File: config.mk
export PLATFORM = sky130hd
export DESIGN_NAME = reg_file_gen2_flat
export DESIGN_NICKNAME = d
export VERILOG_FILES = /design/src/rtl/reg_file_gen2_pkg.sv /design/src/rtl/reg_file_gen2_if.sv /design/src/rtl/reg_file_clr_seq.sv /design/src/rtl/reg_file_gen2.sv /design/src/flat_wrapper.sv
export SDC_FILE = /design/constraint.sdc
export NUM_CORES = 1
export LEC_CHECK = 0
export ABC_CLOCK_PERIOD_IN_PS = 6800
export CORE_MARGIN = 5
export CORE_UTILIZATION = 55
export CTS_CLUSTER_DIAMETER = 150
export DETAILED_ROUTE_END_ITERATION = 8
export DONT_BUFFER_PORTS = 1
export PLACE_DENSITY = 0.7
export SKIP_LAST_GASP = 1
export SLEW_MARGIN = 20
export SYNTH_ARGS = -nofsm -noshare
export SYNTH_HDL_FRONTEND = slang
export SYNTH_HIERARCHICAL = 1
export SYNTH_SLANG_ARGS = --single-unit
export TNS_END_PERCENT = 1
File: constraint.sdc
create_clock -name clk -period 6.8 [get_ports clk]
set_clock_uncertainty 0.15 [all_clocks]
set_input_delay 2.04 -clock clk [delete_from_list [all_inputs] [get_ports clk]]
set_output_delay 2.04 -clock clk [all_outputs]
set_load 0.03 [all_outputs]
File: src/rtl/reg_file_gen2_pkg.sv
// reg_file_pkg: shared state type and default sizes for the gen2 register file.
package reg_file_pkg;
    typedef enum logic {CLEAR, RUN} rf_state_t;
    localparam int RF_DATA_W = 16;
    localparam int RF_ADDR_W = 3;
endpackage

File: src/rtl/reg_file_gen2_if.sv
// reg_file_gen2_if: read/write port bundle between decode/writeback and the register file.
interface reg_file_gen2_if import reg_file_pkg::*; #(
    parameter int DATA_W = RF_DATA_W,
    parameter int ADDR_W = RF_ADDR_W
);
    logic [ADDR_W-1:0] A1, A2, A3;
    logic [DATA_W-1:0] WD3, RD1, RD2;
    logic              WE3, init_busy;
    modport master (output A1, A2, A3, WD3, WE3, input RD1, RD2, init_busy);
    modport slave  (input A1, A2, A3, WD3, WE3, output RD1, RD2, init_busy);
endinterface

File: src/rtl/reg_file_clr_seq.sv
// reg_file_clr_seq: after reset, walks every address once so the file starts all-zero.
module reg_file_clr_seq import reg_file_pkg::*; #(
    parameter int ADDR_W = RF_ADDR_W
) (
    input  logic              clk,
    input  logic              rst,
    output logic              clr_en,
    output logic [ADDR_W-1:0] clr_addr,
    output logic              init_busy
);
    rf_state_t state;
    always_ff @(posedge clk) begin
        if (rst) begin
            state     <= CLEAR;
            clr_addr  <= '0;
            init_busy <= 1'b1;
        end else if (state == CLEAR) begin
            clr_addr <= clr_addr + ADDR_W'(1);
            if (&clr_addr) begin
                state     <= RUN;
                init_busy <= 1'b0;
            end
        end
    end
    // No clearing progress while reset is held; the count restarts from 0.
    assign clr_en = (state == CLEAR) && !rst;
endmodule

File: src/rtl/reg_file_gen2.sv
// reg_file_gen2: 2R/1W register file with clear sequencer, optional zero register and write bypass.
module reg_file_gen2 import reg_file_pkg::*; #(
    parameter int DATA_W   = RF_DATA_W,
    parameter int ADDR_W   = RF_ADDR_W,
    parameter int ZERO_REG = 1,
    parameter int BYPASS   = 1
) (
    input logic             clk,
    input logic             rst,
    reg_file_gen2_if.slave  bus
);
    localparam int DEPTH = 2 ** ADDR_W;
    logic [DATA_W-1:0] regs [DEPTH];
    logic              clr_en, busy, we;
    logic [ADDR_W-1:0] clr_addr, waddr;
    logic [DATA_W-1:0] wdata;
    reg_file_clr_seq #(.ADDR_W(ADDR_W)) u_seq (
        .clk      (clk),
        .rst      (rst),
        .clr_en   (clr_en),
        .clr_addr (clr_addr),
        .init_busy(busy)
    );
    assign bus.init_busy = busy;
    // The sequencer owns the write port until the file is usable.
    always_comb begin
        waddr   = clr_en ? clr_addr : bus.A3;
        wdata   = clr_en ? '0 : bus.WD3;
        we      = clr_en || (!busy && !rst && bus.WE3 && !(ZERO_REG != 0 && bus.A3 == '0));
        bus.RD1 = (busy || (ZERO_REG != 0 && bus.A1 == '0)) ? '0 :
                  (BYPASS != 0 && bus.WE3 && bus.A1 == bus.A3) ? bus.WD3 : regs[bus.A1];
        bus.RD2 = (busy || (ZERO_REG != 0 && bus.A2 == '0)) ? '0 :
                  (BYPASS != 0 && bus.WE3 && bus.A2 == bus.A3) ? bus.WD3 : regs[bus.A2];
    end
    always_ff @(posedge clk)
        if (we) regs[waddr] <= wdata;
endmodule

File: src/flat_wrapper.sv
// flat-port wrapper written by rule: the top's interface ports become plain ports
module reg_file_gen2_flat import reg_file_pkg::*;
#(
    parameter int DATA_W   = RF_DATA_W,
    parameter int ADDR_W   = RF_ADDR_W,
    parameter int ZERO_REG = 1,
    parameter int BYPASS   = 1
)
  (clk, rst, bus_A1, bus_A2, bus_A3, bus_WD3, bus_WE3, bus_RD1, bus_RD2, bus_init_busy);
  reg_file_gen2_if #(.DATA_W(DATA_W), .ADDR_W(ADDR_W)) bus_i ();
  input logic clk;
  input logic rst;
  input wire logic [$bits(bus_i.A1)-1:0] bus_A1;
  input wire logic [$bits(bus_i.A2)-1:0] bus_A2;
  input wire logic [$bits(bus_i.A3)-1:0] bus_A3;
  input wire logic [$bits(bus_i.WD3)-1:0] bus_WD3;
  input wire logic [$bits(bus_i.WE3)-1:0] bus_WE3;
  output wire logic [$bits(bus_i.RD1)-1:0] bus_RD1;
  output wire logic [$bits(bus_i.RD2)-1:0] bus_RD2;
  output wire logic [$bits(bus_i.init_busy)-1:0] bus_init_busy;
  assign bus_i.A1 = bus_A1;
  assign bus_i.A2 = bus_A2;
  assign bus_i.A3 = bus_A3;
  assign bus_i.WD3 = bus_WD3;
  assign bus_i.WE3 = bus_WE3;
  assign bus_RD1 = bus_i.RD1;
  assign bus_RD2 = bus_i.RD2;
  assign bus_init_busy = bus_i.init_busy;
  reg_file_gen2 #(.DATA_W(DATA_W), .ADDR_W(ADDR_W), .ZERO_REG(ZERO_REG), .BYPASS(BYPASS)) u_core (.clk(clk), .rst(rst), .bus(bus_i));
endmodule
Yosys cells after proc, flatten, opt, wreduce, memory -nomap -nowiden
Memory sizes are Yosys's and may differ from the RTL's.
Index checks and enable logic that the tools add are counted.
{"block": "classes", "add_sub_neg": 1, "n_mul": 0, "div_mod_pow": 0, "order_cmp": 0, "n_eq_ne": 2, "shift": 0, "muxes": 10, "bitwise": 1, "n_reduce_logical": 17}
{"operator": "$mux W16", "n": 5}
{"operator": "$logic_not A3 Y1", "n": 3}
{"operator": "$eq A3 B3 Y1", "n": 2}
{"operator": "$logic_and A1 B1 Y1", "n": 6}
{"operator": "$mux W1", "n": 4}
{"operator": "$reduce_and A4 Y1", "n": 1}
{"operator": "$add A3 B1 Y3 const B", "n": 1}
{"operator": "$logic_not A1 Y1", "n": 3}
{"operator": "$logic_or A1 B1 Y1", "n": 3}
{"operator": "$mux W3", "n": 1}
{"operator": "$reduce_and A3 Y1", "n": 1}
{"operator": "$not A1 Y1", "n": 1}
{"block": "word_totals", "ff_bits": 5, "latchBits": 0, "mem_bits_rw": 128, "mem_bits_ro": 0, "input_bits": 28, "memories": 1}
{"name": "u_core.regs", "words": 8, "word_bits": 16, "rd": 2, "rd_clocked_by_memory_dff": 0, "wr": 1, "line_no": "reg_file_gen2.sv:13", "source": "logic [DATA_W-1:0] regs [DEPTH];"}

Depth between registers and ports, before layout
Gate-level depths: netlist of the first run.
{"block": "logic_depth", "ltp_word": 7, "ltp_mapped": 7}

Hierarchy
Netlist of the first run, hierarchy kept.
{"mod": "reg_file_gen2", "n_inst": 1, "cells_each": 378, "area_per_inst_um2": 6720.2}
{"mod": "reg_file_clr_seq", "n_inst": 1, "cells_each": 19, "area_per_inst_um2": 202.7}

Worst setup path before layout of the first run
OpenSTA, ideal clock, no wires.
{"block": "synth_path", "path_type": "input -> output", "start": "input bus_A1[1]", "end": "output bus_RD1[14]", "arrival_time_ps": 3540, "path_slack_ps": 1070, "stages": 6, "path_buffers": 3, "cell_sequence": "buf_6 -> buf_12 -> xnor2_4 -> nand4_4 -> buf_6 -> a211oi_1"}
{"block": "synth_via", "elab_chain_cells": 4, "elab_cells_between_ends": 7}
{"element": "start, declared", "line_no": "flat_wrapper.sv:13", "source": "input wire logic [$bits(bus_i.A1)-1:0] bus_A1;"}
{"element": "branches (longest 3 deep; another with $mem_v2 Z8 W16)"}
{"element": "$mux W16 (*)", "line_no": "reg_file_gen2.sv:30", "source": "bus.RD1 = (busy || (ZERO_REG != 0 && bus.A1 == '0)) ? '0 :"}
{"element": "end, declared", "line_no": "flat_wrapper.sv:18", "source": "output wire logic [$bits(bus_i.RD1)-1:0] bus_RD1;"}
Mark *: on every way between the ends.

Worst setup path after layout of the first run
{"block": "layout_path", "start": "input bus_A3[0]", "end": "output bus_RD1[6]"}
{"block": "layout_via", "elab_chain_cells": 4}
{"element": "start, declared", "line_no": "flat_wrapper.sv:15", "source": "input wire logic [$bits(bus_i.A3)-1:0] bus_A3;"}
{"element": "$eq A3 B3 Y1", "line_no": "reg_file_gen2.sv:31", "source": "(BYPASS != 0 && bus.WE3 && bus.A1 == bus.A3) ? bus.WD3 : regs[bus.A1];"}
{"element": "$logic_and A1 B1 Y1", "line_no": "reg_file_gen2.sv:31"}
{"element": "$mux W16", "line_no": "reg_file_gen2.sv:31"}
{"element": "$mux W16", "line_no": "reg_file_gen2.sv:30"}
Every way passes these cells.

==> key figures, run 1 <==
Status
  – Status: completed

Drt
  – Routed WL: 15700 µm
  – Remaining DRCs: 0
  – DR vias/cell: 6.48
  – Initial DRC Count: 393
  – Initial DRT Pass Iterations: 5
  – Wire per inst: 26.4 µm
  – Via Count: 3852
  – Antenna Violating Nets Remaining: 0

CTS
  – Post-CTS setup buffers: 0
  – Clock Sinks: 133
  – Clock-pin slew on the worst setup and hold paths: 0.06 ns
  – Max clock buf depth: 2
  – CTS H-tree depth: 4
  – CTS Buf Count: 17
  – Hold buffers post-CTS: 0
  – Root buf cell: clkbuf_16
  – TritonCTS clock tree: done
  – CTS resizes: 0
  – Clk Latency, worst-skew pair: 0.41 ns

Die
  – Top-level port count: 61
  – Site row count: 41
  – Chip width: 122 µm
  – Die Area: 14900 µm²
  – Initial Util: 55.5%
  – Area of the core: 12500 µm²
  – Die height: 122 µm

Critical path
  – Slowest CP cell: a211oi_2
  – CP arrival: 3.56 ns
  – WP data required: 4.61 ns
  – FF-to-FF End: u_core/regs[2][10]
  – Critical path's largest stage delay: 0.71 ns
  – Crit-path cells: xnor2_1, nand4_4, a211oi_2
  – Worst Setup Path Type: input port to output port
  – CP Max Fanout: 32
  – Buffer and inverter count on the worst path: 0
  – RR Startpoint: u_core/u_seq/state
  – Reg2Reg Depth: 5
  – Nature of the critical path startpoint: input port
  – CP delay by family, top: compound AO/OA/AOI/OAI gates
  – Reg2Reg Setup Slack: 3.71 ns
  – Worst setup EP type: output port

Synth
  – Post-synth top area share: 55.5%
  – Synth area leaders: edfxtp_1 56%, mux4_2 15%, mux4_1 6.5%, mux2i_1 4.9%, nor2_1 2.6%
  – Unique masters post-synth: 35
  – Leading register cell type out of synthesis: edfxtp_1
  – Synth warn: 6
  – Yosys top cell by area: edfxtp_1
  – EDFF count, synth: 128
  – Net Count, Synth: 427
  – Synth Instances: 397
  – Mapped Avg Cell Area: 17.4 µm²
  – Post-synth ARST share: 0%
  – Cell Area, Synth: 6920 µm²
  – Post-synthesis sequential area ratio: 57.0%
  – Number of synthesized register bits: 133

Place
  – DP HPWL: 9260 µm
  – GPL Wtd Cong: 0.742
  – Pre-CTS worst setup slack: 1.04 ns
  – Buffers on Ports: 0

Global route
  – Total GRT Usage: 22.5%
  – Wire length of the first global-routing pass: 24000 µm
  – GRT met1 Usage: 30.0%
  – Grt ovf: 0
  – Vias in the first global route: 3998
  – Met2 Use GR: 37.5%
  – Largest net degree at the start of global routing: 35
  – Initial antenna violation count: 0
  – Gr busiest metal: met2
  – Met3 Use GR: 4.74%

Layout
  – Layout area overhead: 9.29%
  – Share of cells above drive strength 1: 27.0%
  – Nets: 442
  – N_diodes: 0
  – Utilization after layout: 60.7%

Worst hold path
  – HP Class: flip-flop to flip-flop
  – Hold_sp: u_core/u_seq/clr_addr[0]
  – Hold depth: 2
  – Hold worst-path end: u_core/u_seq/clr_addr[0]

Timing
  – Fin Setup TNS: 0 ns
  – Final period util: 84.5%
  – Worst slew pin tran: 1.15 ns
  – Final setup viols: 0
  – Final Slew Violations: 0
  – Final hold vios: 0
  – Setup ws final: 1.05 ns
  – Post-route minimum period: 5.75 ns
  – Max frequency: 174 MHz
  – RSZ-0062 raised after global routing: false
  – Headroom to the max-slew limit: 23.1%

Power and ir drop
  – Pwr Density: 244 nW/µm²
  – Peak supply drop: 0.000178 V
  – Leakage: 2.57 nW

Run
  – Max-cap viol count: 0
[cells in the final DEF (no fill, tap or decap), types with 10 or more instances in the layout]
cell       count
a211oi_1      22
a211oi_2      10
buf_4         32
clkbuf_16     17
edfxtp_1     128
mux2i_1       34
mux4_1        17
mux4_2        47
nor2_1        47
nor2b_1       18
[how the worst max path moves through the flow]
stage	depth (start not counted)	to	start
6_report	3	bus_RD1[6]	bus_A3[0]
3_5_place_dp	3	bus_RD1[6]	bus_A3[0]
2_1_floorplan	6	bus_RD1[14]	bus_A1[1]
4_1_cts	3	bus_RD1[6]	bus_A3[0]
3_3_place_gp	3	bus_RD1[7]	bus_A3[0]
5_1_grt	3	bus_RD1[10]	bus_A3[2]
[state kept, by name, summed over array words and instances, names as in the netlist]
register	cells
u_core/regs	128
u_core/u_seq/clr_addr	3
u_core/u_seq/init_busy	1
u_core/u_seq/state	1
[per-layer routing]
metal	part of all wire, %	vias up
met4	0.90	0
met2	52	154
met3	6.6	13
li1	-	1672
met5	0	-
met1	40	2013
[cells in the mapped netlist, types with 10 or more instances]
library cell / n
buf_2: 14
a211oi_1: 22
edfxtp_1: 128
a211oi_2: 10
nor2b_1: 18
mux4_1: 17
mux4_2: 47
nor2_1: 48
mux2i_1: 34
[metrics by stage]
stage	instance area (µm²)	power (mW)	hold WS (ns)	std cells
final	7570	1.85	0.420	594
after CTS	7570	1.86	0.422	594
after global placement	7090	1.10	0.403	565
after global routing	7570	1.91	0.465	594
after floorplan	6920	1.10	0.377	397
after detailed placement	7090	1.11	0.414	565
[area by class of cell]
type | count | area (µm²)
inverter | 2 | 7.51
timing repair buffer | 32 | 240
clock buffer | 21 | 440
fill | 894 | 4900
sequential | 133 | 3940
multi-input combinational | 226 | 2680
tap | 172 | 215
clock inverter | 8 | 38.8
[cells by family after synthesis]
kind of cell,Yosys count,synth area share [%]
xor+xnor,7,1.16
mux,98,26.7
buf+inv,38,4.36
fa+ha+maj,2,0.361
flops,133,57.0
simple gates,80,5.62
compound gates,39,4.88
[worst register-to-register path: stages, from the launching register on]
cell     delay [ns]
dfxtp_1        0.38
nor2_2         0.74
nand2_1        0.13
o32a_1         0.24
nor2_1         0.80
buf_4          0.35
[power by group]
part | switching (mW) | internal, mW | leakage (nW)
Clock | 0.303 | 0.451 | 0.235
Combinational | 0.0706 | 0.0755 | 1.11
Sequential | 0.0137 | 0.931 | 1.23
Total | 0.387 | 1.46 | 2.57
No activity file was read; power rests on OpenSTA's default activity.
==> inputs of run 2 (changes only) <==
- ABC_AREA: default -> 1
- ABC_CLOCK_PERIOD_IN_PS: 6800 -> 4990
- PLACE_DENSITY: 0.7 -> 0.73
- clock period: 6.8 -> 4.99 ns (I/O delays scaled with it)
==> run 2 against run 1 <==
  * Final cell count up 93%
  * Critical path type unchanged
  * Area after synthesis up 8.2%
  * Non-clock buffer count up 20
==> key figures, run 2 <==
Die
  – Top-level port count: 61 (unchanged)
  – Chip width: 127 µm (was 122 µm)
  – Area of the core: 13300 µm² (was 12500 µm²)
  – Die height: 127 µm (was 122 µm)
  – Site row count: 42 (was 41)
  – Die Area: 16100 µm² (was 14900 µm²)
  – Initial Util: 56.4% (was 55.5%)

CTS
  – CTS resizes: 0 (unchanged)
  – Clock Sinks: 133 (unchanged)
  – CTS H-tree depth: 4 (unchanged)
  – TritonCTS clock tree: done (unchanged)
  – Clock-pin slew on the worst setup and hold paths: 0.05 ns (was 0.06 ns)
  – Hold buffers post-CTS: 0 (unchanged)
  – Root buf cell: clkbuf_16 (unchanged)
  – Clk Latency, worst-skew pair: 0.41 ns (about the same)
  – Post-CTS setup buffers: 0 (unchanged)
  – CTS Buf Count: 17 (unchanged)
  – Max clock buf depth: 2 (unchanged)

Synth
  – Commonest cells post-synth: 371 x nand2_1, 193 x nand3_1, 128 x edfxtp_1 (was 128 x edfxtp_1, 48 x nor2_1, 47 x mux4_2)
  – Most frequent cell after synthesis: nand2_1 (was edfxtp_1)
  – Net Count, Synth: 977 (was 427)
  – Yosys top cell by area: edfxtp_1 (unchanged)
  – Post-synthesis sequential area ratio: 52.6% (was 57.0%)
  – Number of synthesized register bits: 133 (unchanged)
  – Unique masters post-synth: 24 (was 35)
  – EDFF count, synth: 128 (unchanged)
  – Mapped Avg Cell Area: 7.91 µm² (was 17.4 µm²)
  – Post-synth top area share: 51.3% (was 55.5%)
  – Synth warn: 6 (unchanged)
  – Synth area leaders: edfxtp_1 51%, nand2_1 19%, nand3_1 13%, nor2_1 5.7%, buf_2 2.6% (was edfxtp_1 56%, mux4_2 15%, mux4_1 6.5%, mux2i_1 4.9%, nor2_1 2.6%)
  – Synth Instances: 947 (was 397)
  – Cell Area, Synth: 7490 µm² (was 6920 µm²)
  – Post-synth ARST share: 0% (unchanged)
  – Leading register cell type out of synthesis: edfxtp_1 (unchanged)

Layout
  – Largest regs: u_core/regs x128, u_core/u_seq/clr_addr x3 (unchanged)
  – N_diodes: 0 (unchanged)
  – Commonest non-fill, non-tap cells in the layout: 371 x nand2_1, 193 x nand3_1, 128 x edfxtp_1 (was 128 x edfxtp_1, 47 x mux4_2, 47 x nor2_1)
  – Max FFs per register: 128 (unchanged)
  – Layout area overhead: 12.8% (was 9.29%)
  – Fin area: 8450 µm² (was 7570 µm²)
  – Nets: 989 (was 442)
  – Commonest non-fill, non-tap cell in the layout: nand2_1 (was edfxtp_1)
  – Share of cells above drive strength 1: 11.7% (was 27.0%)
  – FILL cells: 1124 (was 894)
  – Top reg by flops: u_core/regs (unchanged)

Drt
  – Wire per inst: 19.1 µm (was 26.4 µm)
  – Via Count: 6746 (was 3852)
  – Initial DRC Count: 825 (was 393)
  – Initial DRT Pass Iterations: 8 (was 5)
  – Remaining DRCs: 0 (unchanged)
  – Antenna Violating Nets Remaining: 0 (unchanged)
  – Routed WL: 22000 µm (was 15700 µm)
  – DR vias/cell: 5.88 (was 6.48)

Global route
  – Wire length of the first global-routing pass: 33700 µm (was 24000 µm)
  – Total GRT Usage: 27.2% (was 22.5%)
  – Vias in the first global route: 6432 (was 3998)
  – Initial antenna violation count: 0 (unchanged)
  – Largest net degree at the start of global routing: 67 (was 35)
  – Grt ovf: 0 (unchanged)

Worst hold path
  – Hold_sp: u_core/u_seq/clr_addr[1] (was u_core/u_seq/clr_addr[0])
  – HP Class: flip-flop to flip-flop (unchanged)
  – Hold worst-path end: u_core/u_seq/clr_addr[1] (was u_core/u_seq/clr_addr[0])
  – Hold depth: 2 (unchanged)

Timing
  – RSZ-0062 raised after global routing: false (unchanged)
  – Headroom to the max-slew limit: 32.9% (was 23.1%)
  – Final hold vios: 0 (unchanged)
  – Post-route minimum period: 4.57 ns
  – Final Slew Violations: 0 (unchanged)
  – Setup ws final: 0.418 ns (was 1.05 ns)
  – Final period util: 91.6%
  – Worst slew pin tran: 1.00 ns (was 1.15 ns)
  – Final setup viols: 0 (unchanged)
  – Fin Setup TNS: 0 ns (unchanged)
  – Max frequency: 219 MHz

Place
  – Post-placement cell area: 7850 µm² (was 7090 µm²)
  – Buffers on Ports: 0 (unchanged)
  – DP HPWL: 12400 µm (was 9260 µm)
  – Pre-CTS worst setup slack: 0.455 ns (was 1.04 ns)
  – GPL Wtd Cong: 0.831 (was 0.742)

Critical path
  – Buffer and inverter count on the worst path: 3 (was 0)
  – Most used cell, CP: nor2_1
  – Worst setup EP type: output port (unchanged)
  – Reg2Reg Depth: 4 (was 5)
  – RR Startpoint: u_core/u_seq/state (unchanged)
  – Slowest CP cell: nor2_8 (was a211oi_2)
  – CP delay by family, top: simple AND/OR/NAND/NOR gates (was compound AO/OA/AOI/OAI gates)
  – Critical path's largest stage delay: 0.31 ns (was 0.71 ns)
  – CP Max Fanout: 34 (was 32)
  – Reg2Reg Setup Slack: 2.12 ns (was 3.71 ns)
  – Critical path depth: 9 (was 3)
  – CP arrival: 2.92 ns (was 3.56 ns)
  – FF-to-FF End: u_core/regs[5][3] (was u_core/regs[2][10])
  – WP data required: 3.34 ns (was 4.61 ns)
  – Crit-path cells: inv_2, nand2_1, nand2_2, nor2_8, nand2_4, inv_1, nor2_1, nor2_1, buf_4 (was xnor2_1, nand4_4, a211oi_2)
  – Nature of the critical path startpoint: input port (unchanged)
  – Worst Setup Path Type: input port to output port (unchanged)

Power and ir drop
  – Pwr Density: 338 nW/µm² (was 244 nW/µm²)
  – Peak supply drop: 0.000208 V (was 0.000178 V)
  – Leakage: 3.55 nW (was 2.57 nW)

Status
  – Status: completed (unchanged)

Run
  – Max-cap viol count: 0 (unchanged)
-- run 2: cell count changes after synthesis, moves of 7 or more --
cell      delta
nand3_1    +193
o21ai_0      +7
buf_2       +25
inv_1       +28
nor2b_1     -18
a211oi_1    -22
nand2_1    +369
nor2_1      +66
mux2i_1     -34
a211oi_2    -10
mux4_2      -47
nor2_2      +11
mux4_1      -17
-- run 2: worst reg2reg max path: cells and delay by family (launching register included) --
kind	cells	cell delay (ns)
AOI/OAI and AO/OA	1	0.46
buffers and inverters	1	0.37
and+or+nand+nor	2	1.21
DFF	1	0.35
-- run 2: through the flow --
stage	instances	utilization [%]	total power, mW	hold slack [ns]
global placement	1116	59.1	1.60	0.350
detailed placement	1116	59.1	1.61	0.354
finish	1148	63.6	2.85	0.359
global route	1148	63.6	2.94	0.395
floorplan	947	-	1.55	0.330
CTS	1148	63.6	2.85	0.362
-- run 2: kinds of logic (layout without fill, tap and decap cells) --
| logic type | count (synthesis) | in the layout | synth area share (%) |
|---|---|---|---|
| AOI/OAI and AO/OA | 12 | 12 | 1.35 |
| adders and majority gates | 2 | 2 | 0.334 |
| buffers and inverters | 96 | 121 | 5.94 |
| DFF | 133 | 133 | 52.6 |
| and+or+nand+nor | 704 | 704 | 39.7 |
-- run 2: worst max-delay path by stage --
stage          slack, ns  startpoint           to
6_report            0.42   bus_A2[1]  bus_RD2[10]
5_1_grt             0.32   bus_A2[1]  bus_RD2[10]
4_1_cts             0.45   bus_A2[1]  bus_RD2[10]
3_5_place_dp        0.46   bus_A2[1]  bus_RD2[10]
3_3_place_gp        0.49   bus_A2[1]  bus_RD2[10]
2_1_floorplan       0.68   bus_A2[1]  bus_RD2[10]
-- run 2: layout make-up --
class | instances | area, µm² | share of cell area (%)
Clock buffer | 20 | 437 | 5.17
Inverter | 37 | 141 | 1.67
Clock inverter | 12 | 160 | 1.90
Multi-Input combinational cell | 718 | 3140 | 37.2
Timing Repair Buffer | 52 | 403 | 4.77
Tap cell | 176 | 220 | 2.61
Sequential cell | 133 | 3940 | 46.7
-- run 2: per-layer routing --
layer / global-route usage [%] / routed length, µm / vias up
met5: 0 / 0 / -
met4: 10.9 / 645 / 0
met3: 7.19 / 2700 / 70
met2: 44.6 / 10500 / 425
met1: 34.6 / 8100 / 3109
li1: - / - / 3142
-- run 2: report_power, final --
part	total, mW	internal [mW]	switching, mW
Sequential	1.29	1.27	0.0174
Combinational	0.305	0.0914	0.213
Clock	1.26	0.826	0.434
Total	2.85	2.19	0.664
